===== config.mk =====
export PLATFORM = sky130hd
export DESIGN_NAME = fwd_hazard_unit
export DESIGN_NICKNAME = d
export VERILOG_FILES = /design/src/rtl/fwd_pkg.sv /design/src/rtl/fwd_src_match.sv /design/src/rtl/fwd_hazard_unit.sv
export SDC_FILE = /design/constraint.sdc
export NUM_CORES = 1
export LEC_CHECK = 0
export ABC_AREA = 1
export CAP_MARGIN = 20
export CORE_MARGIN = 2
export CORE_UTILIZATION = 38
export CTS_CLUSTER_SIZE = 40
export DETAILED_ROUTE_END_ITERATION = 8
export PLACE_DENSITY = 0.66
export SYNTH_ARGS = -nofsm -noshare
export SYNTH_HDL_FRONTEND = slang
export SYNTH_HIERARCHICAL = 1
export SYNTH_SLANG_ARGS = --single-unit

===== constraint.sdc =====
create_clock -name clk -period 1.9 [get_ports clk]
set_input_delay 0.38 -clock clk [delete_from_list [all_inputs] [get_ports clk]]
set_output_delay 0.38 -clock clk [all_outputs]
set_load 0.02 [all_outputs]

===== src/rtl/fwd_pkg.sv =====
// Shared types for the forwarding / load-use hazard unit.
// Latency: n/a (types, constants and a width helper only).
// Backpressure: n/a.
package fwd_pkg;

    // Slot rd field is sized for the widest register address we support.
    // Narrower addresses are zero-extended on the way in.
    localparam int RD_W_MAX        = 8;
    localparam int FWD_SEL_REGFILE = 0;

    typedef struct packed {
        logic                valid;
        logic [RD_W_MAX-1:0] rd;
        logic                regwrite;
        logic                memread;
    } slot_t;

    // Width of a forward select able to encode 0 (regfile) .. stages.
    function automatic int fwd_sel_w(input int stages);
        return (stages < 1) ? 1 : $clog2(stages + 1);
    endfunction

endpackage


===== src/rtl/fwd_src_match.sv =====
// Youngest-hit priority encoder for one source operand over the in-flight slots.
// Latency: combinational.
// Backpressure: none; is_load_hit_within_lat feeds the unit's stall.
//
// Ports:
//   slots                   in   in-flight slots, index 0 = EX (youngest)
//   rs                      in   operand source address
//   sel                     out  0 = regfile, k = stage k after EX
//   is_load_hit_within_lat  out  youngest hit is a load not yet forwardable
module fwd_src_match
    import fwd_pkg::*;
#(
    parameter int REG_ADDR_W = 5,
    parameter int FWD_STAGES = 2,
    parameter int LOAD_LAT   = 1,
    parameter int SEL_W      = 2
) (
    input  slot_t [FWD_STAGES:0]  slots,
    input  logic [REG_ADDR_W-1:0] rs,
    output logic [SEL_W-1:0]      sel,
    output logic                  is_load_hit_within_lat
);

    logic [RD_W_MAX-1:0] rs_ext;
    logic                found;

    assign rs_ext = RD_W_MAX'(rs);

    always_comb begin
        sel                    = '0;
        is_load_hit_within_lat = 1'b0;
        found                  = 1'b0;
        for (int s = 0; s <= FWD_STAGES; s++) begin
            if (!found && slots[s].valid && slots[s].regwrite &&
                slots[s].rd != '0 && slots[s].rd == rs_ext) begin
                found = 1'b1;
                // The oldest slot has already written the write-first regfile,
                // so a hit there (with nothing younger) reads the regfile.
                if (s == FWD_STAGES) begin
                    sel = SEL_W'(FWD_SEL_REGFILE);
                end else begin
                    sel = SEL_W'(s + 1);
                end
                is_load_hit_within_lat = slots[s].memread && (s < LOAD_LAT);
            end
        end
    end

endmodule


===== src/rtl/fwd_hazard_unit.sv =====
// Forwarding select + load-use hazard unit between decode and the EX operand muxes.
// Latency: forward selects registered ID->EX in 1 cycle; stall is combinational.
// Backpressure: stall holds PC and IF/ID and inserts a bubble; downstream slots never stall.
//
// Ports:
//   clk, reset                     clock, synchronous active-high reset
//   id_valid/id_rs/id_rd           ID instruction, operand i at id_rs[i*REG_ADDR_W +: REG_ADDR_W]
//   id_regwrite/id_memread         ID instruction writes rd / is a load
//   flush                          kill the ID instruction
//   stall                          hold front end (combinational)
//   ex_valid, ex_fwd_sel           EX occupancy and per-operand forward selects
//   stall_cnt, fwd_cnt             saturating statistics, only with FWD_HAZARD_STATS_EN defined
// REG_ADDR_W must not exceed fwd_pkg::RD_W_MAX.
module fwd_hazard_unit
    import fwd_pkg::*;
#(
    parameter int  REG_ADDR_W = 5,
    parameter int  NUM_SRC    = 2,
    parameter int  FWD_STAGES = 2,
    parameter int  LOAD_LAT   = 1,
    localparam int SEL_W      = fwd_sel_w(FWD_STAGES)
) (
    input  logic                          clk,
    input  logic                          reset,
    input  logic                          id_valid,
    input  logic [NUM_SRC*REG_ADDR_W-1:0] id_rs,
    input  logic [REG_ADDR_W-1:0]         id_rd,
    input  logic                          id_regwrite,
    input  logic                          id_memread,
    input  logic                          flush,
    output logic                          stall,
    output logic                          ex_valid,
    output logic [NUM_SRC*SEL_W-1:0]      ex_fwd_sel
`ifdef FWD_HAZARD_STATS_EN
    ,
    output logic [31:0]                   stall_cnt,
    output logic [31:0]                   fwd_cnt
`endif
);

    slot_t [FWD_STAGES:0]       slot_q;
    slot_t                      id_slot;
    logic [NUM_SRC*SEL_W-1:0]   sel_all;
    logic [NUM_SRC-1:0]         load_hit;
    logic                       load_en;

    for (genvar i = 0; i < NUM_SRC; i++) begin : g_src
        fwd_src_match #(
            .REG_ADDR_W (REG_ADDR_W),
            .FWD_STAGES (FWD_STAGES),
            .LOAD_LAT   (LOAD_LAT),
            .SEL_W      (SEL_W)
        ) u_match (
            .slots                  (slot_q),
            .rs                     (id_rs[i*REG_ADDR_W +: REG_ADDR_W]),
            .sel                    (sel_all[i*SEL_W +: SEL_W]),
            .is_load_hit_within_lat (load_hit[i])
        );
    end

    // Flush wins over a pending load-use stall.
    assign stall    = id_valid & ~flush & (|load_hit);
    assign load_en  = id_valid & ~stall & ~flush;
    assign ex_valid = slot_q[0].valid;

    always_comb begin
        id_slot          = '0;
        id_slot.valid    = load_en;
        id_slot.rd       = RD_W_MAX'(id_rd);
        id_slot.regwrite = id_regwrite;
        id_slot.memread  = id_memread;
    end

    always_ff @(posedge clk) begin
        if (reset) begin
            slot_q     <= '0;
            ex_fwd_sel <= '0;
        end else begin
            slot_q[0] <= id_slot;
            for (int k = 1; k <= FWD_STAGES; k++) begin
                slot_q[k] <= slot_q[k-1];
            end
            ex_fwd_sel <= load_en ? sel_all : '0;
        end
    end

`ifdef FWD_HAZARD_STATS_EN
    // Each instruction occupies EX for exactly one cycle, so counting EX
    // cycles with a nonzero select counts forwarded instructions.
    always_ff @(posedge clk) begin
        if (reset) begin
            stall_cnt <= '0;
            fwd_cnt   <= '0;
        end else begin
            if (stall && stall_cnt != '1) begin
                stall_cnt <= stall_cnt + 32'd1;
            end
            if (ex_valid && (|ex_fwd_sel) && fwd_cnt != '1) begin
                fwd_cnt <= fwd_cnt + 32'd1;
            end
        end
    end
`endif

endmodule


== After elaboration in Yosys (flattened, before gate mapping) ==
Cells that the tools add are included.

* Logic and storage cells: 74
* Output and inout port bits: 6
* Input bits: 21
* Bits in registers: 35

* Reduce and logical (&&, ||, !) cells: 32
* Bitwise operators: 7
* Equal/unequal tests: 6
* Multiplexer cells: 14

{| class="wikitable"
|+ Operator list
! kind !! number
|-
| == test 8 x 5 -> 1 bit || 6
|-
| nonzero test 8 bit || 3
|-
| logical AND 1 bit || 20
|-
| 2-to-1 mux 1 bit || 12
|-
| OR reduction 4 bit || 2
|-
| OR reduction 3 bit || 2
|-
| AND 1 bit || 4
|-
| zero test 1 bit || 4
|-
| 2-to-1 mux 2 bit || 2
|-
| inverter 1 bit || 3
|-
| OR reduction 2 bit || 1
|}

== Longest topological paths before layout ==
* Word-level depth: 23
* Gate-level depth with buffers: 10
* Mapped depth without buffers: 10

== Modules after synthesis ==
Netlist, hierarchy kept.

{| class="wikitable"
|+ By module, submodules not included
! module !! area an instance (um^2) !! times used !! seq. area each (um^2) !! cells each
|-
| fwd_hazard_unit || 825.8 || 1 || 560.5 || 92
|-
| fwd_src_match || 280.3 || 2 || 0.0 || 66
|}

== Worst setup path before layout ==
Ideal clock, no wire load.

* Kind: register to output
* Start: register slot_q, in the netlist ex_valid
* End: output port stall
* Buffers on the path: 0
* Arrival time: 1.520 ns
* Data required time: 1.520 ns
* Stages on the path, launching flop included: 9
* Setup slack: 0.000 ns
* Path through: dfxtp_1 -> nand2_1 -> inv_1 -> nand2_1 -> nor2_2 -> nand3_2 -> nor3_1 -> nor2_2 -> nor3_1

* Cells in the longest elaborated chain, start to end: 18
* Elaborated cells on any way between the ends: 36
* Classes of those cells: mux (10); bitwise (1); reduce/logical (25)

{| class="wikitable"
|+ Ends and longest elaborated chain
! element !! line !! RTL
|-
| start: declaration || fwd_hazard_unit.sv:41 || <nowiki>slot_t [FWD_STAGES:0] slot_q;</nowiki>
|-
| start signal: indexed assignment || fwd_hazard_unit.sv:81 || <nowiki>slot_q[k] <= slot_q[k-1];</nowiki>
|-
| logical AND 1 bit (*) (2 in series) || fwd_src_match.sv:34 || <nowiki>if (!found && slots[s].valid && slots[s].regwrite &&</nowiki>
|-
| logical AND 1 bit (*) || fwd_src_match.sv:35 || <nowiki>slots[s].rd != '0 && slots[s].rd == rs_ext) begin</nowiki>
|-
| 2-to-1 mux 1 bit || fwd_src_match.sv:34 ||
|-
| zero test 1 bit || fwd_src_match.sv:34 ||
|-
| logical AND 1 bit (3 in series) || fwd_src_match.sv:34 ||
|-
| logical AND 1 bit || fwd_src_match.sv:35 ||
|-
| 2-to-1 mux 1 bit || fwd_src_match.sv:34 ||
|-
| zero test 1 bit || fwd_src_match.sv:34 ||
|-
| logical AND 1 bit (3 in series) || fwd_src_match.sv:34 ||
|-
| logical AND 1 bit || fwd_src_match.sv:35 ||
|-
| 2-to-1 mux 1 bit (*) || fwd_src_match.sv:34 ||
|-
| net load_hit[1] || fwd_hazard_unit.sv:44 || <nowiki>logic [NUM_SRC-1:0] load_hit;</nowiki>
|-
| OR reduction 2 bit (*) || fwd_hazard_unit.sv:62 || <nowiki>assign stall = id_valid & ~flush & (|load_hit);</nowiki>
|-
| AND 1 bit (*) || fwd_hazard_unit.sv:62 ||
|-
| end: declaration || fwd_hazard_unit.sv:31 || <nowiki>output logic stall,</nowiki>
|}

Mark *: on every way through the listed nets, which the timed path passes. The rest lies on a longest branch.

== Final worst setup path ==
* Start: register slot_q[4] in the netlist's numbering
* End: output port stall

* Cells in the longest elaborated chain, start to end: 18
* Elaborated cells on any way between the ends: 38
* Classes of those cells: eq/ne (2); mux (10); bitwise (1); reduce/logical (25)

{| class="wikitable"
|+ Ends and longest elaborated chain
! element !! line
|-
| nonzero test 8 bit || fwd_src_match.sv:35
|-
| logical AND 1 bit || fwd_src_match.sv:34
|-
| logical AND 1 bit (*) || fwd_src_match.sv:35
|-
| 2-to-1 mux 1 bit || fwd_src_match.sv:34
|-
| zero test 1 bit || fwd_src_match.sv:34
|-
| logical AND 1 bit (3 in series) || fwd_src_match.sv:34
|-
| logical AND 1 bit || fwd_src_match.sv:35
|-
| 2-to-1 mux 1 bit || fwd_src_match.sv:34
|-
| zero test 1 bit || fwd_src_match.sv:34
|-
| logical AND 1 bit (3 in series) || fwd_src_match.sv:34
|-
| logical AND 1 bit || fwd_src_match.sv:35
|-
| 2-to-1 mux 1 bit (*) || fwd_src_match.sv:34
|-
| net load_hit[1] || fwd_hazard_unit.sv:44
|-
| OR reduction 2 bit (*) || fwd_hazard_unit.sv:62
|-
| AND 1 bit (*) || fwd_hazard_unit.sv:62
|}

Marked as above.

==> results.yml <==
outcome:
  status: "finished with violations"
  failed_checks: "setup timing"
clock_tree:
  cts_sinks: 19
  htree_num_levels: 1
  clk_path_buf_depth: 2
  ctsHoldBuffers: 0
  numCtsBuffers: 3
  cts-root-buf: "clkbuf_4"
  clk_pin_slew_ns: 0.12
  insertion_delay_ns: 0.29
  tritoncts: "yes"
floorplan:
  rows: 19
  die_area_mm2: 0.00345
  die_w_um: 58.7
  fp.dieH_um: 58.7
  initial_utilization: 0.406
  pin_count: 27
  core_mm2: 0.00281
hold_path:
  min_path_type: "flip-flop to flip-flop"
finish:
  multi_input_area_um2: 612
  seqCellArea_um2: 394
  area_delta_synth_final_pct: 55.8
  nFillCells: 264
  layout.nets: 289
  drive_above_1_share: 0.262
  final_util: 0.632
  instances_no_fill: 298
  antenna_cells: 0
run:
  maxCapViolCount: 0
setup_path:
  start_kind: "flip-flop"
  cp-end-kind: "output pin"
  crit_required_ns: 1.52
  critPathKind: "flip-flop to output pin"
  critPathMaxFanout: 5
  arrival_ns: 1.57
global_routing:
  grt_use_met2: 0.268
  antenna_found_initial: 0
  grt_use_met1: 0.223
  grt_pass1_wl_mm: 4.38
  track_usage: 0.168
  grt_pass1_vias: 1009
  grt_max_degree: 14
  gr-usage-met3: 0.0286
  grt.busiest_layer: "met2"
  globalRoute.totalOverflow: 0
timing:
  slew_viol_final: 0
  min_period_ns: 1.95
  finalSetupTns_ns: -0.0477
  rsz0062_at_grt: "true"
  skew_ns: 0.0157
  finalCritPeriodShare: 1.03
  hold_viol: 0
  fmax_mhz: 513
  final-setup-viol-count: 1
  worst_slack_ns: -0.0477
pwr:
  power_density_mw_per_mm2: 455
  peakVddDrop_mv: 0.377
  leakagePower_uw: 0.000935
  finalPower_uw: 808
placement:
  post-place-cells: 283
  place_congestion: 0.804
  dp_hpwl_mm: 1.91
  port_buffers: 26
drt:
  drc: 0
  wl_per_cell_um: 8.48
  drt-vias-per-instance: 4.01
  num_vias: 1195
  ant_nets: 0
  routed_wirelength_mm: 2.53
  dr.pass1.iters: 4
  first_iter_violations: 36
synthesis:
  syn_area_mm2: 0.00114
  yosys_warnings: 6
  synthCells: 197
  syn_avg_cell_area_um2: 5.78
-- power by group --
group	leakage [uW]	total, uW	switching (uW)	internal, uW
combinational	0.000761	180	86.3	93.7
clock	0.0000150	200	119	81.4
sequential	0.000159	428	16.2	411
-- metrics by stage --
stage	worst slack (ns)	area, um2	hold slack, ns
after floorplan	0.172	1180	0.417
after global placement	-0.738	1610	0.424
after detailed placement	-0.734	1610	0.427
after CTS	-0.163	1760	0.440
after global routing	-0.146	1770	0.466
final	-0.0477	1770	0.438
-- critical path, stage by stage (launching register included) --
cell and delay [ns]:
dfxtp_4 0.39, buf_6 0.12, nor2_2 0.06, nand3_1 0.09, a21oi_2 0.20, nor3_2 0.08
nor2_2 0.14, nor3_2 0.05, buf_4 0.15
-- cells in the final DEF, fill, tap and decap left out --
master and count:
a21oi_1 2, a21oi_2 2, buf_4 29, buf_6 3
clkbuf_1 1, clkbuf_4 3, clkdlybuf4s50_1 15, conb_1 12
dfxtp_1 14, dfxtp_2 2, dfxtp_4 3, dlygate4sd2_1 10
inv_1 51, inv_2 6, nand2_1 52, nand2_2 2
nand3_1 6, nand3_2 3, nor2_1 29, nor2_2 11
nor2_4 2, nor3_2 3, o21ai_0 2, o21ai_1 1
o21ai_2 1, xor2_1 2
-- cell type report --
| class | instances | share of cell area |
|---|---|---|
| clock buffer | 4 | 0.0148 |
| inverter | 57 | 0.121 |
| multi-input combinational | 130 | 0.345 |
| sequential | 19 | 0.222 |
| tap | 31 | 0.0219 |
| timing repair buffer | 57 | 0.276 |
-- metal layers --
metal	routed length, um	vias up	share of wire
met2	1210	18	0.48
li1	-	684	-
met3	58	4	0.023
met5	0	-	0
met4	51	0	0.020
met1	1210	489	0.48
-- state kept, by name, summed over array words and instances (netlist names) --
name,flops
ex_valid,1
slot_q,14
ex_fwd_sel,4
-- final timing paths --
kind / start / to / slack [ns] / cells after the start
min: slot_q[1] / slot_q[12] / 0.44 / 2
min reg2reg: slot_q[1] / slot_q[12] / 0.44 / 2
max: slot_q[4] / stall / -0.05 / 8
max reg2reg: slot_q[4] / ex_fwd_sel[3] / 0.15 / 14
-- what timing repair did --
action | 4_1_cts | 5_1_grt
gates resized for setup | 27 | 17
pin swaps | 11 | 21
buffers inserted | 14 | 1
setup endpoints to repair | 1 | 5
Note: power is estimated with default switching activity, not from simulation.
